===== config.mk =====
export PLATFORM = sky130hd
export DESIGN_NAME = pipe_cond_controller
export DESIGN_NICKNAME = d
export VERILOG_FILES = /design/src/rtl/pipe_cond_controller.sv
export SDC_FILE = /design/constraint.sdc
export NUM_CORES = 1
export LEC_CHECK = 0
export BUFFER_PORTS_ARGS = -buffer_cell sky130_fd_sc_hd__buf_2
export CORE_MARGIN = 2
export CORE_UTILIZATION = 45
export DETAILED_ROUTE_END_ITERATION = 7
export PLACE_DENSITY = 0.79
export SYNTH_ARGS = -nofsm -noshare
export SYNTH_HDL_FRONTEND = slang
export SYNTH_SLANG_ARGS = --single-unit

===== constraint.sdc =====
create_clock -name clk -period 2 [get_ports clk]
set_clock_uncertainty 0.2 [all_clocks]
set_input_delay 0.1 -clock clk [delete_from_list [all_inputs] [get_ports clk]]
set_output_delay 0.1 -clock clk [all_outputs]
set_load 0.005 [all_outputs]

===== src/rtl/pipe_cond_controller.sv =====
// Pipelined ARM control unit: decodes in D, resolves condition codes in E,
// and carries write/PC-source control through MEM_STAGES memory stages to W.
module pipe_cond_controller #(
  parameter int unsigned MEM_STAGES = 1,
  parameter int unsigned ALUCTRL_W  = 3
) (
  input  logic                 clk,
  input  logic                 reset,
  input  logic [31:12]         InstrD,
  input  logic [3:0]           ALUFlagsE,
  input  logic                 StallE,
  input  logic                 FlushE,
  output logic [1:0]           RegSrcD,
  output logic [1:0]           ImmSrcD,
  output logic                 UndefD,
  output logic                 ALUSrcE,
  output logic [ALUCTRL_W-1:0] ALUControlE,
  output logic                 BranchTakenE,
  output logic                 MemtoRegE,
  output logic [3:0]           FlagsE,
  output logic                 MemWriteM,
  output logic                 RegWriteM,
  output logic                 MemtoRegW,
  output logic                 RegWriteW,
  output logic                 PCSrcW,
  output logic                 PCWrPendingF
);

  typedef struct packed {
    logic                 regWrite;
    logic                 memWrite;
    logic                 memtoReg;
    logic                 branch;
    logic                 pcSrc;
    logic [1:0]           flagWrite;
    logic [3:0]           cond;
    logic                 aluSrc;
    logic [ALUCTRL_W-1:0] aluControl;
  } ctrl_t;

  ctrl_t                 ctrlD, ctrlE;
  logic                  undef;
  logic [2:0]            aluCode;
  logic                  condExE;
  logic [3:0]            flags;
  logic                  memWriteM1;
  logic [MEM_STAGES-1:0] regWriteMq, memtoRegMq, pcSrcMq;
  logic                  unusedInstr;

  assign unusedInstr = ^InstrD[19:16];

  // Decode
  always_comb begin
    ctrlD      = '0;
    undef      = 1'b0;
    aluCode    = 3'b000;
    RegSrcD    = 2'b00;
    ImmSrcD    = 2'b00;
    ctrlD.cond = InstrD[31:28];
    unique case (InstrD[27:26])
      2'b00: begin
        ctrlD.aluSrc   = InstrD[25];
        ctrlD.regWrite = 1'b1;
        unique case (InstrD[24:21])
          4'b0100: aluCode = 3'b000;
          4'b0010: aluCode = 3'b001;
          4'b0000: aluCode = 3'b010;
          4'b1100: aluCode = 3'b011;
          4'b0001: aluCode = 3'b100;
          4'b1101: aluCode = 3'b101;
          4'b1010: begin aluCode = 3'b001; ctrlD.regWrite = 1'b0; end
          4'b1000: begin aluCode = 3'b010; ctrlD.regWrite = 1'b0; end
          default: undef = 1'b1;
        endcase
        ctrlD.flagWrite[1] = InstrD[20];
        ctrlD.flagWrite[0] = InstrD[20] & ((InstrD[24:21] == 4'b0100) |
                                           (InstrD[24:21] == 4'b0010) |
                                           (InstrD[24:21] == 4'b1010));
      end
      2'b01: begin
        ctrlD.aluSrc = 1'b1;
        ImmSrcD      = 2'b01;
        if (InstrD[20]) begin
          ctrlD.memtoReg = 1'b1;
          ctrlD.regWrite = 1'b1;
        end else begin
          ctrlD.memWrite = 1'b1;
          RegSrcD        = 2'b10;
        end
      end
      2'b10: begin
        ctrlD.aluSrc = 1'b1;
        ctrlD.branch = 1'b1;
        ImmSrcD      = 2'b10;
        RegSrcD      = 2'b01;
      end
      default: undef = 1'b1;
    endcase
    if (undef) begin
      ctrlD.regWrite  = 1'b0;
      ctrlD.memWrite  = 1'b0;
      ctrlD.memtoReg  = 1'b0;
      ctrlD.branch    = 1'b0;
      ctrlD.flagWrite = 2'b00;
    end
    ctrlD.aluControl = ALUCTRL_W'(aluCode);
    ctrlD.pcSrc      = ((InstrD[15:12] == 4'hF) & ctrlD.regWrite) | ctrlD.branch;
  end

  assign UndefD = undef;

  always_ff @(posedge clk or negedge reset) begin
    if (!reset)       ctrlE <= '0;
    else if (FlushE)  ctrlE <= '0;
    else if (!StallE) ctrlE <= ctrlD;
  end

  always_comb begin
    case (ctrlE.cond)
      4'b0000: condExE = flags[2];
      4'b0001: condExE = ~flags[2];
      4'b0010: condExE = flags[1];
      4'b0011: condExE = ~flags[1];
      4'b0100: condExE = flags[3];
      4'b0101: condExE = ~flags[3];
      4'b0110: condExE = flags[0];
      4'b0111: condExE = ~flags[0];
      4'b1000: condExE = flags[1] & ~flags[2];
      4'b1001: condExE = ~(flags[1] & ~flags[2]);
      4'b1010: condExE = ~(flags[3] ^ flags[0]);
      4'b1011: condExE = flags[3] ^ flags[0];
      4'b1100: condExE = ~flags[2] & ~(flags[3] ^ flags[0]);
      4'b1101: condExE = flags[2] | (flags[3] ^ flags[0]);
      4'b1110: condExE = 1'b1;
      default: condExE = 1'b0;
    endcase
  end

  always_ff @(posedge clk or negedge reset) begin
    if (!reset) begin
      flags <= '0;
    end else if (condExE && !StallE) begin
      if (ctrlE.flagWrite[1]) flags[3:2] <= ALUFlagsE[3:2];
      if (ctrlE.flagWrite[0]) flags[1:0] <= ALUFlagsE[1:0];
    end
  end

  // A stalled instruction stays in E, so M1 takes a bubble until it leaves;
  // the concat-and-truncate shift keeps MEM_STAGES = 1 legal.
  always_ff @(posedge clk or negedge reset) begin
    if (!reset) begin
      memWriteM1 <= 1'b0;
      regWriteMq <= '0;
      memtoRegMq <= '0;
      pcSrcMq    <= '0;
    end else begin
      memWriteM1 <= ctrlE.memWrite & condExE & ~StallE;
      regWriteMq <= MEM_STAGES'({regWriteMq, ctrlE.regWrite & condExE & ~StallE});
      memtoRegMq <= MEM_STAGES'({memtoRegMq, ctrlE.memtoReg & ~StallE});
      pcSrcMq    <= MEM_STAGES'({pcSrcMq, ctrlE.pcSrc & condExE & ~StallE});
    end
  end

  always_ff @(posedge clk or negedge reset) begin
    if (!reset) begin
      RegWriteW <= 1'b0;
      MemtoRegW <= 1'b0;
      PCSrcW    <= 1'b0;
    end else begin
      RegWriteW <= regWriteMq[MEM_STAGES-1];
      MemtoRegW <= memtoRegMq[MEM_STAGES-1];
      PCSrcW    <= pcSrcMq[MEM_STAGES-1];
    end
  end

  assign ALUSrcE      = ctrlE.aluSrc;
  assign ALUControlE  = ctrlE.aluControl;
  assign BranchTakenE = ctrlE.branch & condExE;
  assign MemtoRegE    = ctrlE.memtoReg;
  assign FlagsE       = flags;
  assign MemWriteM    = memWriteM1;
  assign RegWriteM    = regWriteMq[0];
  assign PCWrPendingF = ctrlD.pcSrc | ctrlE.pcSrc | (|pcSrcMq);

endmodule


Word level (Yosys, flattened, before mapping)
Index checks and enable logic that the tools add are counted.
W data, S select, Z words.
{ "classes": {"n_addsub": 0, "n_mul": 0, "n_div": 0, "n_lt_le_gt_ge": 0, "eq_ne": 25, "shifts": 0, "mux": 20, "bitwise_logic": 26, "reduce_logical": 12} }
{ "op_table": {"columns": ["cell", "n"], "rows": [
  ["$eq A4 B4 Y1 const B", 12],
  ["$mux W15", 2],
  ["$eq A4 B3 Y1 const B", 5],
  ["$pmux W1 S15", 1],
  ["$pmux W3 S5", 1],
  ["$and A1 B1 Y1", 12],
  ["$eq A4 B2 Y1 const B", 3],
  ["$eq A4 B1 Y1 const B", 2],
  ["$logic_not A4 Y1", 2],
  ["$mux W2", 4],
  ["$pmux W2 S2", 2],
  ["$reduce_or A2 Y1", 4],
  ["$reduce_or A8 Y1", 1],
  ["$not A1 Y1", 7],
  ["$or A1 B1 Y1", 6],
  ["$pmux W1 S2", 3],
  ["$mux W1", 5],
  ["$mux W4", 1],
  ["$reduce_and A2 Y1", 2],
  ["$mux W3", 1],
  ["$eq A2 B1 Y1 const B", 1],
  ["$eq A2 B2 Y1 const B", 1],
  ["$logic_not A2 Y1", 1],
  ["$ne A2 B1 Y1 const B", 1],
  ["other kinds (3)", 3]
]} }
{ "totals": {"register_bits": 26, "latch_bits": 0, "ramBits": 0, "mem_bits_ro": 0, "in_bits": 28, "n_memories": 0} }

Longest topological paths before layout
{ "depth": {"ltp_word": 9, "depth_mapped": 6} }

Worst setup path after synthesis
Ideal clock, no wire load.
{ "synth_path": {"kind": "register to register", "startpoint": "register flags[3], in the netlist FlagsE[3]", "endpoint": "register flags[0], in the netlist FlagsE[0]", "t_arrival_ps": 1804, "setup_slack_ps": -131, "stages_incl_launch_ff": 6, "n_path_buf": 0, "path_cell_list": "dfrtp_1 -> or2_1 -> a2111oi_2 -> o21ai_2 -> a311oi_2 -> mux2_1"} }
{ "synth_between": {"elab_chain_cells": 6, "elab_cells_between_ends": 8, "classes_between": "mux: 1; bitwise: 5; reduce/logical: 2"} }
{ "synth_lines": {"columns": ["item", "line", "rtl"], "rows": [
  ["start: declaration", "45", "logic [3:0] flags;"],
  ["start signal: assignment", "143", "if (ctrlE.flagWrite[1]) flags[3:2] <= ALUFlagsE[3:2];"],
  ["$xor A1 B1 Y1", null, null],
  ["$not A1 Y1", "130, 132", null],
  ["$and A1 B1 Y1", "132", "4'b1100: condExE = ~flags[2] & ~(flags[3] ^ flags[0]);"],
  ["$pmux W1 S15 (*)", "119", "case (ctrlE.cond)"],
  ["$logic_and A1 B1 Y1 (*)", "142", "end else if (condExE && !StallE) begin"],
  ["$reduce_and A2 Y1 (no source line) (*)", null, null]
]} }
Every way passes the cells marked *; elsewhere a longest branch is shown, timed or not.
A chain may end at the register's enable or synchronous reset.

Worst setup path in the final report
{ "layout_path": {"startpoint": "register ctrlE[7] (netlist bit)", "endpoint": "register flags[0], in the netlist FlagsE[0]"} }
{ "layout_between": {"elab_chain_cells": 4, "elab_cells_between_ends": 18, "classes_between": "eq/ne: 14; mux: 1; reduce/logical: 3"} }
{ "layout_lines": {"columns": ["item", "line", "rtl"], "rows": [
  ["start: declaration", "41", "ctrl_t ctrlD, ctrlE;"],
  ["start signal: assignment", "115", "else if (!StallE) ctrlE <= ctrlD;"],
  ["$eq A4 B4 Y1 (tied with other cells)", "119", null],
  ["$pmux W1 S15 (*)", "119", null],
  ["$logic_and A1 B1 Y1 (*)", "142", null],
  ["$reduce_and A2 Y1 (no source line) (*)", null, null],
  ["end signal: assignment", "144", "if (ctrlE.flagWrite[0]) flags[1:0] <= ALUFlagsE[1:0];"]
]} }
Marks and branches as above.

==> results.py <==
metrics = {
    "sta": {
        "maxSlewHeadroom": 0.6185,
        "fin_crit_sh": 1.124,
        "setup_viol": 8,
        "worst_slack_ns": -0.2480,
        "min_period_ns": 2.248,
        "drv_slew": 0,
        "worst_pin_slew_ns": 0.5723,
        "max_freq_ghz": 0.4448,
        "rsz0062_at_grt": "yes",
        "hold_viol": 0,
    },
    "status": {
        "violations": "setup timing",
        "outcome": "finished, violations left",
    },
    "final_layout": {
        "num_antenna_cells": 0,
        "post-route-util": 0.6822,
        "design_area_sq_um": 2258,
        "multiInputGateArea_sq_um": 829.5,
        "nFillCells": 282,
        "area_growth_pct": 45.68,
        "layout.nets": 264,
        "layout-drive-gt1-share": 0.3974,
        "seqCellArea_sq_um": 653.1,
    },
    "floorplan": {
        "row_count": 21,
        "die_w_um": 62.70,
        "dieHeight_um": 62.70,
        "core-area_sq_um": 3311,
        "num_io_pins": 49,
        "initial_utilization": 0.4683,
        "die_area_sq_um": 3931,
    },
    "global_route": {
        "grt.overflow.total": 0,
        "grt_usage": 0.2035,
        "grt_pass1_vias": 1399,
        "grt_pass1_wl_mm": 6.354,
        "antenna_found_initial": 0,
        "grt_max_degree": 27,
    },
    "synthesis": {
        "synth_seq_cells": 26,
        "synthesis.nets": 181,
        "synth.avg_cell_area_sq_um": 10.55,
        "synth_edf_count": 0,
        "ys_async_sr_fraction": 1.000,
        "ys.flop_type": "dfrtp_1",
        "yosysWarnings": 0,
        "syn-cell-area_sq_um": 1550,
        "synthCells": 147,
        "yosysUniqueCellTypes": 45,
        "seq_area_frac_synth": 0.4197,
    },
    "clock_network": {
        "htreeDepth": 1,
        "cts_tree": "yes",
        "clock_latency_ns": 0.32,
        "ctsRootBufferMaster": "clkbuf_4",
        "clock_sinks": 26,
        "cts_max_path_buffers": 2,
        "cts_buffers": 3,
        "clk_pin_slew_ns": 0.14,
    },
    "job": {
        "cap_violations": 0,
    },
    "worst_setup_path": {
        "worstPathArrival_ns": 2.26,
        "startpoint_type": "flip-flop",
        "critical_path.endpoint_type": "flip-flop",
        "critPathRequiredTime_ns": 2.01,
        "path_max_fanout": 5,
        "critPathKind": "flip-flop to flip-flop",
    },
    "place": {
        "place_area_sq_um": 1862,
        "port_buffers": 44,
        "gp_congestion": 0.8152,
        "detailed_place_hpwl_mm": 2.468,
    },
    "routing": {
        "ant_nets": 0,
        "wl_per_cell_um": 14.07,
        "routed_wl_mm": 3.869,
        "post-route-drc-count": 0,
        "vias_per_cell": 5.145,
        "dr_total_vias": 1415,
        "drt-initial-drc-count": 44,
        "drtPass1Iterations": 4,
    },
    "pwr": {
        "cellLeakagePower_nw": 1.119,
        "ir_worst_vdd_uv": 293.0,
        "power_density_nw_per_um2": 542.8,
        "p_total_mw": 1.226,
    },
    "min_path": {
        "worstHoldPathType": "input port to flip-flop",
    },
}
-- path summary, 6_finish.rpt --
path | startpoint | to | slack, ns | cells past startpoint
max | ctrlE[7] | FlagsE[0] | -0.25 | 6
min | InstrD[25] | ALUSrcE | 0.02 | 5
max reg2reg | ctrlE[7] | FlagsE[0] | -0.25 | 6
min reg2reg | memtoRegMq | MemtoRegW | 0.17 | 0
max in group asynchronous | reset | ctrlE[6] | 1.11 | 2
min in group asynchronous | reset | ALUSrcE | 0.08 | 2
-- cell type report --
class / instances / area share
Inverter: 12 / 0.01994
Timing Repair Buffer: 89 / 0.2748
Tap cell: 46 / 0.02548
Clock inverter: 1 / 0.01330
Sequential cell: 26 / 0.2892
Clock buffer: 3 / 0.009972
Multi-Input combinational cell: 98 / 0.3673
-- state kept, by name (all words and copies together), names as in the netlist --
| signal | cells |
|---|---|
| RegWriteM | 1 |
| PCSrcW | 1 |
| ALUSrcE | 1 |
| ALUControlE | 3 |
| ctrlE | 10 |
| MemWriteM | 1 |
| memtoRegMq | 1 |
| FlagsE | 4 |
| MemtoRegW | 1 |
| MemtoRegE | 1 |
| RegWriteW | 1 |
| pcSrcMq | 1 |
-- cells by family after synthesis --
kind of cell    synth area share
buf+inv                  0.08555
flops                     0.4197
simple gates              0.2082
xor+xnor                 0.01695
compound gates            0.1404
mux                      0.08071
fa+ha+maj                0.04842
-- synth_stat cells (4+ instances only) --
master	number	share of area
mux2i_1	8	0.052
buf_4	4	0.019
a31oi_1	4	0.016
dfrtp_1	26	0.42
a21oi_1	5	0.016
mux2_1	4	0.029
inv_1	12	0.029
ha_1	6	0.048
nor2_1	13	0.031
buf_6	4	0.029
and2_1	4	0.016
nand2_1	8	0.019
-- layer usage --
| layer | up-vias | GRT usage | part of all wire |
|---|---|---|---|
| li1 | 681 | - | - |
| met1 | 680 | 0.2623 | 0.43 |
| met2 | 48 | 0.3522 | 0.51 |
| met3 | 6 | 0.02523 | 0.046 |
| met4 | 0 | 0.07222 | 0.015 |
| met5 | - | 0 | 0 |
-- where the power goes --
group	leakage [nW]	internal, mW	switching [mW]	total (mW)
combinational	0.740	0.159	0.144	0.303
sequential	0.350	0.546	0.0200	0.566
clock	0.0279	0.203	0.154	0.357
-- cell usage in the layout, fill, tap and decap left out, drive strengths merged, types with 3 or more instances in the layout --
master,synthesis,layout
a21oi,6,6
nor4b,3,3
and2,4,4
nor2,13,13
nor2b,3,3
mux2i,8,8
a31oi,4,4
nand2,8,8
ha,6,6
buf,9,66
a32o,3,3
dlygate4sd3,0,23
nand4b,3,3
clkbuf,2,3
inv,12,12
mux2,4,4
xnor2,3,3
o21ai,4,4
dfrtp,26,26
-- through the flow --
step                      instances  hold slack [ns]  TNS [ns]  setup WS [ns]
after CTS                       270        0.0003668    -1.248        -0.2495
after global routing            275          0.02172    -2.140        -0.3571
after global placement          241         -0.07450   -0.4444        -0.1036
after detailed placement        241         -0.06869   -0.7408        -0.1686
final                           275          0.01506    -1.260        -0.2480
after floorplan                 147          -0.3956   -0.2971       -0.07427
-- repair_timing --
| item | CTS | global route |
|---|---|---|
| pin swaps | 2 | 8 |
| buffers inserted | 3 | 3 |
| hold buffers | 22 | 1 |
| gates resized for setup | 6 | 10 |
| gates cloned | 0 | 1 |
| setup endpoints to repair | 8 | 10 |
| endpoints found under the hold margin | 43 | 1 |
-- worst max-delay path, stage by stage (launching register included) --
cell and delay, ns:
dfrtp_2 0.46, buf_6 0.13, and3b_2 0.23, nor4b_4 0.31
o31ai_4 0.15, a311oi_2 0.29, mux2_1 0.36
No activity file was read; power rests on OpenSTA's default activity.
